==> src/rtl/uart_tx_arbiter_if.sv <==
// uart_tx_arbiter_if: requester and transmitter signals shared by the UART TX arbiter
// master: client/transmitter side, drives req_valid, req_data, tx_busy
// slave:  arbiter side, drives req_ready, tx_start, tx_data, active_id,
//         ctrl_busy, frame_done, err_timeout
interface uart_tx_arbiter_if #(
    parameter int NUM_REQ = 4,
    parameter int DATA_W = 8
);
    logic [NUM_REQ-1:0] req_valid;
    logic [NUM_REQ*DATA_W-1:0] req_data;
    logic [NUM_REQ-1:0] req_ready;
    logic tx_start;
    logic [DATA_W-1:0] tx_data;
    logic tx_busy;
    logic [$clog2(NUM_REQ)-1:0] active_id;
    logic ctrl_busy;
    logic frame_done;
    logic err_timeout;
    modport master (
        output req_valid, req_data, tx_busy,
        input  req_ready, tx_start, tx_data, active_id, ctrl_busy, frame_done, err_timeout
    );
    modport slave (
        input  req_valid, req_data, tx_busy,
        output req_ready, tx_start, tx_data, active_id, ctrl_busy, frame_done, err_timeout
    );
endinterface

==> src/rtl/uart_tx_arbiter.sv <==
// uart_tx_arbiter: round-robin arbiter sharing one UART byte transmitter among NUM_REQ requesters
// clk, rst_n : clock, synchronous active-low reset
// bus (slave): req_valid/req_data/req_ready per-requester byte handshake,
//              tx_start/tx_data/tx_busy transmitter control,
//              active_id/ctrl_busy/frame_done/err_timeout status
module uart_tx_arbiter #(
    parameter int NUM_REQ = 4,
    parameter int DATA_W = 8,
    parameter int ACK_TIMEOUT = 8
) (
    input logic clk,
    input logic rst_n,
    uart_tx_arbiter_if.slave bus
);
    localparam int IW = $clog2(NUM_REQ);
    typedef enum logic [1:0] {IDLE, START, WAIT_BUSY, WAIT_DONE} state_t;
    state_t state;
    logic [IW-1:0] rr_ptr;
    logic [IW-1:0] win;
    logic [7:0] cnt;
    logic grant;
    function automatic logic [IW-1:0] wrap_add(input logic [IW-1:0] base, input int off);
        int s;
        s = int'(base) + off;
        return IW'(s >= NUM_REQ ? s - NUM_REQ : s);
    endfunction
    // scan from the farthest offset down so the nearest valid requester after rr_ptr wins
    always_comb begin
        win = rr_ptr;
        for (int k = NUM_REQ - 1; k >= 0; k--)
            if (bus.req_valid[wrap_add(rr_ptr, k)]) win = wrap_add(rr_ptr, k);
    end
    assign grant = state == IDLE && !bus.tx_busy && |bus.req_valid;
    assign bus.req_ready = grant ? NUM_REQ'(1) << win : '0;
    assign bus.ctrl_busy = state != IDLE;
    always_ff @(posedge clk) begin
        if (!rst_n) begin
            state <= IDLE;
            rr_ptr <= '0;
            cnt <= '0;
            bus.tx_start <= 1'b0;
            bus.tx_data <= '0;
            bus.active_id <= '0;
            bus.frame_done <= 1'b0;
            bus.err_timeout <= 1'b0;
        end else begin
            bus.tx_start <= 1'b0;
            bus.frame_done <= 1'b0;
            bus.err_timeout <= 1'b0;
            case (state)
                IDLE: if (grant) begin
                    bus.tx_data <= bus.req_data[win*DATA_W +: DATA_W];
                    bus.active_id <= win;
                    rr_ptr <= wrap_add(win, 1);
                    bus.tx_start <= 1'b1;
                    state <= START;
                end
                START: begin
                    cnt <= '0;
                    state <= WAIT_BUSY;
                end
                WAIT_BUSY: if (bus.tx_busy) state <= WAIT_DONE;
                else begin
                    cnt <= cnt + 8'd1;
                    if (cnt + 8'd1 == 8'(ACK_TIMEOUT)) begin
                        bus.err_timeout <= 1'b1;
                        state <= IDLE;
                    end
                end
                WAIT_DONE: if (!bus.tx_busy) begin
                    bus.frame_done <= 1'b1;
                    state <= IDLE;
                end
                default: state <= IDLE;
            endcase
        end
    end
endmodule

==> src/flat_wrapper.sv <==
// flat-port wrapper written by rule: the top's interface ports become plain ports
module uart_tx_arbiter_flat 
#(
    parameter int NUM_REQ = 4,
    parameter int DATA_W = 8,
    parameter int ACK_TIMEOUT = 8
)
  (clk, rst_n, bus_req_valid, bus_req_data, bus_tx_busy, bus_req_ready, bus_tx_start, bus_tx_data, bus_active_id, bus_ctrl_busy, bus_frame_done, bus_err_timeout);
  uart_tx_arbiter_if #(.NUM_REQ(NUM_REQ), .DATA_W(DATA_W)) bus_i ();
  input logic clk;
  input logic rst_n;
  input wire logic [$bits(bus_i.req_valid)-1:0] bus_req_valid;
  input wire logic [$bits(bus_i.req_data)-1:0] bus_req_data;
  input wire logic [$bits(bus_i.tx_busy)-1:0] bus_tx_busy;
  output wire logic [$bits(bus_i.req_ready)-1:0] bus_req_ready;
  output wire logic [$bits(bus_i.tx_start)-1:0] bus_tx_start;
  output wire logic [$bits(bus_i.tx_data)-1:0] bus_tx_data;
  output wire logic [$bits(bus_i.active_id)-1:0] bus_active_id;
  output wire logic [$bits(bus_i.ctrl_busy)-1:0] bus_ctrl_busy;
  output wire logic [$bits(bus_i.frame_done)-1:0] bus_frame_done;
  output wire logic [$bits(bus_i.err_timeout)-1:0] bus_err_timeout;
  assign bus_i.req_valid = bus_req_valid;
  assign bus_i.req_data = bus_req_data;
  assign bus_i.tx_busy = bus_tx_busy;
  assign bus_req_ready = bus_i.req_ready;
  assign bus_tx_start = bus_i.tx_start;
  assign bus_tx_data = bus_i.tx_data;
  assign bus_active_id = bus_i.active_id;
  assign bus_ctrl_busy = bus_i.ctrl_busy;
  assign bus_frame_done = bus_i.frame_done;
  assign bus_err_timeout = bus_i.err_timeout;
  uart_tx_arbiter #(.NUM_REQ(NUM_REQ), .DATA_W(DATA_W), .ACK_TIMEOUT(ACK_TIMEOUT)) u_core (.clk(clk), .rst_n(rst_n), .bus(bus_i));
endmodule
==> config.mk <==
export PLATFORM = sky130hd
export DESIGN_NAME = uart_tx_arbiter_flat
export DESIGN_NICKNAME = d
export VERILOG_FILES = /design/src/rtl/uart_tx_arbiter_if.sv /design/src/rtl/uart_tx_arbiter.sv /design/src/flat_wrapper.sv
export SDC_FILE = /design/constraint.sdc
export NUM_CORES = 1
export LEC_CHECK = 0
export CAP_MARGIN = 10
export CORE_UTILIZATION = 49
export CTS_CLUSTER_SIZE = 40
export DETAILED_ROUTE_END_ITERATION = 6
export PLACE_DENSITY = 0.86
export SYNTH_ARGS = -nofsm -noshare
export SYNTH_HDL_FRONTEND = slang
export SYNTH_SLANG_ARGS = --single-unit
==> constraint.sdc <==
create_clock -name clk -period 5.9 [get_ports clk]
set_input_delay 1.475 -clock clk [delete_from_list [all_inputs] [get_ports clk]]
set_output_delay 1.475 -clock clk [all_outputs]
set_load 0.1 [all_outputs]
==> out/qor.yml, run 1 <==
die:
  die-height_um: 60.1
  core-area_um2: 3130
  core.rowCount: 20
  start_util_pct: 53.0
  num_io_pins: 57
  die_w_um: 60.1
  dieArea_um2: 3620
sta:
  layout_min_cycle_time_ps: 4890
  hold_viol_final: 0
  fmax_mhz: 205
  slew_headroom_pct: 32.9
  finalSetupViolCount: 0
  worst_slack_ps: 1010
  fin_crit_sh_pct: 82.8
  setup_tns_ps: 0
  worst_pin_slew_ps: 1000
  rsz0062_at_grt: "false"
  fin_skew_ps: 3.22
  slew_violations: 0
worst_hold_path:
  hold_class: "reg -> reg"
  holdCritStartpoint: "u_core.bus.active_id[0]"
  holdPathStages: 2
worst_setup_path:
  worstPathArrival_ps: 3410
  startpoint_type: "input pin"
  worst-setup-path-type: "in -> out"
  reg2reg_slack_ps: 3840
  cp_max_fo: 7
  ff2ff_path_depth: 5
  reg2reg_to: "u_core.bus.tx_data[2]"
  cp_data_required_time_ps: 4430
  endpoint_kind: "output port"
  cp-startpoint: "bus_req_valid[0]"
  r2r_start: "u_core.state[0]"
  setup.worst_path.end: "bus_req_ready[2]"
drt:
  firstDrtPassIters: 4
  drc_errors: 0
  via_per_inst: 5.60
  drt_iter0_drc: 61
  vias: 1585
  routedWlPerCell_um: 14.1
  drt_wl_total_mm: 3.99
  detail-route-antenna-nets: 0
yosys:
  synth_top_area_cell: "dfxtp_1"
  synth_enable_flop_cells: 0
  yosysUniqueCellTypes: 48
  synth-async-reset-ratio_pct: 0
  yosysSeqAreaShare_pct: 30.2
  synth_cells: 189
  syn_avg_cell_area_um2: 8.77
  synthTopCellsByCount: "dfxtp_1, nand2_1, and3_1, a21oi_1, mux2_2"
  synth_area_leaders: "dfxtp_1, mux2_2, a221o_1"
  synth_flop_cell: "dfxtp_1"
  synth_nets: 233
  syn_area_um2: 1660
  yosysWarningCount: 0
  ys_seq_elements: 25
  synth_top_area_share_pct: 30.2
  synth.most_common_cell: "dfxtp_1"
clocking:
  clock_latency_ps: 310
  clk_path_buf_depth: 2
  post_cts_resized: 0
  cts_tree: "yes"
  clkTransAtPathRegs_ps: 120
  numCtsBuffers: 3
  postCtsHoldBufs: 0
  cts_sinks: 25
  root_buffer: "clkbuf_4"
  htreeDepth: 1
  post_cts_buffers: 0
global_route:
  grt_max_degree: 29
  grt_remaining_overflow: 0
  grt.met2_usage_pct: 41.1
  busiest_layer: "met2"
  grt_usage_pct: 24.4
  grt_pass1_wl_mm: 6.69
  gr-usage-met3_pct: 4.11
  antenna_found_initial: 0
  grt_pass1_vias: 1437
  gr-usage-met1_pct: 31.9
layout:
  layout-drive-gt1-share_pct: 11.7
  instances_no_fill: 283
  area_growth_pct: 36.0
  finish.net_count: 284
  fin_area_um2: 2250
  diodes: 0
status:
  run_status: "completed"
place:
  dp_cells: 279
  place_congestion: 0.821
  io_buffers: 56
  place_ws_ps: 1020
  placed_area_um2: 2230
  dp_hpwl_mm: 2.97
power:
  power_w: 0.000576
  p_leak_nw: 0.873
  powerDensity_nw_per_um2: 256
  peakVddDrop_uv: 296
job:
  max_cap_viol_count: 0
[stage by stage]
step | util, % | hold WS, ps
4_1_cts | 72.0 | 491
5_1_grt | 72.0 | 516
3_5_place_dp | 71.2 | 473
6_report | 72.0 | 487
3_3_place_gp | 71.2 | 460
2_1_floorplan | - | 489
[per-layer routing]
| layer | part of all wire [%] | routed length, µm |
|---|---|---|
| met2 | 48 | 1920 |
| met1 | 46 | 1840 |
| met3 | 3.9 | 156 |
| met4 | 1.9 | 76 |
| met5 | 0 | 0 |
[where the power goes]
| part | switching (W) | internal [W] | total (W) |
|---|---|---|---|
| logic | 0.000192 | 0.000100 | 0.000292 |
| registers | 0.0000221 | 0.000186 | 0.000208 |
| clock network | 0.0000486 | 0.0000264 | 0.0000751 |
| total | 0.000263 | 0.000313 | 0.000576 |
[sequential cells by signal (all words and copies together), names as in the netlist]
register	count
u_core.bus.tx_data	8
u_core.state	2
u_core.rr_ptr	2
u_core.bus.tx_start	1
u_core.bus.err_timeout	1
u_core.cnt	8
u_core.bus.active_id	2
u_core.bus.frame_done	1
[cell usage in the layout, fill, tap and decap left out, types with 5 or more instances in the layout]
cell type         n
a21oi_1          10
a221o_1           8
and2_1            7
and3_1           12
clkdlybuf4s50_1  52
dfxtp_1          25
ha_1              5
inv_1             7
mux2_1            7
mux2_2           10
nand2_1          17
nor2_1            5
nor3_1            5
o21a_1            7
[cell families after synthesis]
logic type	Yosys count	synth area share, %
and+or+nand+nor	72	25.8
AOI/OAI and AO/OA	50	21.8
DFF	25	30.2
buffers and inverters	19	6.19
muxes	18	12.2
adders and majority gates	5	3.78
[area by class of cell]
type                       instances  area (µm²)
clock buffer                       4        26.3
fill                             252         876
inverter                           7        26.3
multi-input combinational        145        1050
sequential                        25         500
tap                               44        55.1
timing repair buffer              58         591
[worst max-delay path, cell delays in order]
cell and delay (ps):
clkdlybuf4s50_1 510, nor2b_1 190, o21a_1 170, nor3_2 380, inv_1 130, ha_1 190, and2_1 130, buf_4 230
[worst min path at each step]
stage                                         end
after global routing      u_core.bus.active_id[0]
after detailed placement  u_core.bus.active_id[0]
after CTS                 u_core.bus.active_id[0]
after floorplan                  u_core.rr_ptr[1]
final                     u_core.bus.active_id[0]
after global placement    u_core.bus.active_id[0]
Power figures use the tool's default switching activity.
==> run 2, diff against run 1 <==
--- a/config.mk
+++ b/config.mk
@@ -6,10 +6,10 @@
 export NUM_CORES = 1
 export LEC_CHECK = 0
 export CAP_MARGIN = 10
-export CORE_UTILIZATION = 49
+export CORE_UTILIZATION = 45
 export CTS_CLUSTER_SIZE = 40
 export DETAILED_ROUTE_END_ITERATION = 6
-export PLACE_DENSITY = 0.86
+export PLACE_DENSITY = 0.8
 export SYNTH_ARGS = -nofsm -noshare
 export SYNTH_HDL_FRONTEND = slang
 export SYNTH_SLANG_ARGS = --single-unit
==> constraint.sdc (replaced) <==
create_clock -name clk -period 4.8 [get_ports clk]
set_input_delay 1.2 -clock clk [delete_from_list [all_inputs] [get_ports clk]]
set_output_delay 1.2 -clock clk [all_outputs]
set_load 0.1 [all_outputs]
==> run 2 against run 1 <==
Power increased by 29%. Largest power group unchanged. Worst hold slack worse by 32 ps. Sequential cell count is the same. Largest cell class unchanged. Via count decreased by 1.9%. Sequential power up 23%. Die area grew 8.6%. Critical path type unchanged. Core utilization shrank 5.2 points. Cell area up 2.1%. Critical endpoint unchanged. Clock-buffer cell count did not move. Clock skew up 1.3 ps. First-iteration DRC count is 34% higher.
==> out/qor.yml, run 2 (synthesis gave the netlist of run 1 again) <==
worst_setup_path:
  setup.worst_path.end: "bus_req_ready[2]"
  cp-startpoint: "bus_req_valid[2]"
  cp_max_fo: 7
  worstPathArrival_ps: 3100
  endpoint_kind: "output port"
  ff2ff_path_depth: 5
  reg2reg_to: "u_core.bus.tx_data[5]"
  r2r_start: "u_core.state[1]"
  reg2reg_slack_ps: 2750
  worst-setup-path-type: "in -> out"
  cp_data_required_time_ps: 3600
  startpoint_type: "input pin"
drt:
  drt_iter0_drc: 82
  vias: 1555
  drt_wl_total_mm: 3.95
  detail-route-antenna-nets: 0
  via_per_inst: 5.46
  routedWlPerCell_um: 13.9
  firstDrtPassIters: 4
  drc_errors: 0
sta:
  finalSetupViolCount: 0
  slew_headroom_pct: 32.2
  hold_viol_final: 0
  slew_violations: 0
  rsz0062_at_grt: "false"
  worst_pin_slew_ps: 1010
  fmax_mhz: 233
  fin_crit_sh_pct: 89.5
  setup_tns_ps: 0
  fin_skew_ps: 4.53
  layout_min_cycle_time_ps: 4300
layout:
  nFillCells: 291
  final_common_cell: "clkdlybuf4s50_1"
  largestRegisters: "u_core.bus.tx_data x8, u_core.cnt x8"
  mostFrequentLayoutCells: "clkdlybuf4s50_1, dfxtp_1, nand2_1"
  finish.net_count: 284
  layout-drive-gt1-share_pct: 11.7
  seq_area_um2: 500
  multi_input_area_um2: 1050
  area_growth_pct: 38.7
  diodes: 0
place:
  dp_hpwl_mm: 2.98
  place_congestion: 0.804
  io_buffers: 56
power:
  switching_share_pct: 44.1
  powerDensity_nw_per_um2: 322
  p_leak_nw: 0.887
  clkPwrFrac_pct: 17.1
  comb_power_share_pct: 48.6
  power_w: 0.000741
  p_int_w: 0.000414
  p_sw_w: 0.000327
  power_frac_seq_pct: 34.4
  peakVddDrop_uv: 184
global_route:
  grt_usage_pct: 22.1
  grt_pass1_vias: 1476
  grt_max_degree: 29
  antenna_found_initial: 0
  grt_remaining_overflow: 0
  grt_pass1_wl_mm: 6.96
die:
  num_io_pins: 57
  die-height_um: 62.7
  core.rowCount: 21
  dieArea_um2: 3930
  die_w_um: 62.7
  start_util_pct: 48.1
  core-area_um2: 3440
clocking:
  numCtsBuffers: 3
  cts_tree: "yes"
  root_buffer: "clkbuf_8"
  post_cts_buffers: 0
  clk_path_buf_depth: 2
  postCtsHoldBufs: 0
  post_cts_resized: 0
  clock_latency_ps: 270
  htreeDepth: 1
  cts_sinks: 25
  clkTransAtPathRegs_ps: 80
status:
  run_status: "completed"
worst_hold_path:
  hold_class: "reg -> reg"
job:
  max_cap_viol_count: 0
[run 2: layer usage]
layer / part of all wire [%] / up-vias / track usage [%]
met1: 46 / 716 / 28.2
met3: 3.7 / 2 / 3.10
met4: 0.68 / 0 / 7.27
li1: - / 794 / -
met5: 0 / - / 0
met2: 50 / 43 / 37.9
[run 2: power by group through the flow]
stage | registers [W] | clock network [W] | logic, W
floorplan | 0.000347 | 0 | 0.000164
CTS | 0.000254 | 0.000130 | 0.000363
detailed placement | 0.000259 | 0 | 0.000362
global placement | 0.000258 | 0 | 0.000358
global route | 0.000260 | 0.000138 | 0.000381
finish | 0.000255 | 0.000127 | 0.000360
[run 2: cell type report]
class / instances / area share, %
clock buffers: 4 / 1.96
inverters: 7 / 1.14
multi-input cells: 145 / 45.8
flip-flops and latches: 25 / 21.8
well taps: 46 / 2.50
repair buffers: 58 / 26.8
[run 2: critical path, stage by stage]
cell and delay [ps]:
clkdlybuf4s50_1 490, nor2b_1 190, o21a_1 190, nor3_2 400, inv_1 110, ha_1 190, and2_1 160, buf_12 170
[run 2: worst min-delay path by stage]
stage,startpoint,to,cells after the start
global placement,u_core.bus.active_id[0],u_core.bus.active_id[0],2
CTS,u_core.bus.active_id[0],u_core.bus.active_id[0],2
detailed placement,u_core.bus.active_id[0],u_core.bus.active_id[0],2
finish,u_core.bus.active_id[0],u_core.bus.active_id[0],2
floorplan,u_core.rr_ptr[1],u_core.rr_ptr[1],2
global route,u_core.bus.active_id[0],u_core.bus.active_id[0],2
[run 2: metrics by stage]
stage               utilization, %  cell area [µm²]  cells  hold WS, ps  worst slack, ps
floorplan                        -             1660    189          489              651
global placement              65.5             2250    281          443              571
detailed placement            65.5             2250    281          446              513
CTS                           66.8             2300    285          458              502
global route                  66.8             2300    285          488              367
finish                        66.8             2300    285          455              504
==> run 3, diff against run 2 <==
--- a/config.mk
+++ b/config.mk
@@ -5,6 +5,7 @@
 export SDC_FILE = /design/constraint.sdc
 export NUM_CORES = 1
 export LEC_CHECK = 0
+export ABC_AREA = 0
 export CAP_MARGIN = 10
 export CORE_UTILIZATION = 45
 export CTS_CLUSTER_SIZE = 40
==> results of run 3 <==
No change in the layout: final DEF, timing and power equal those of run 2.
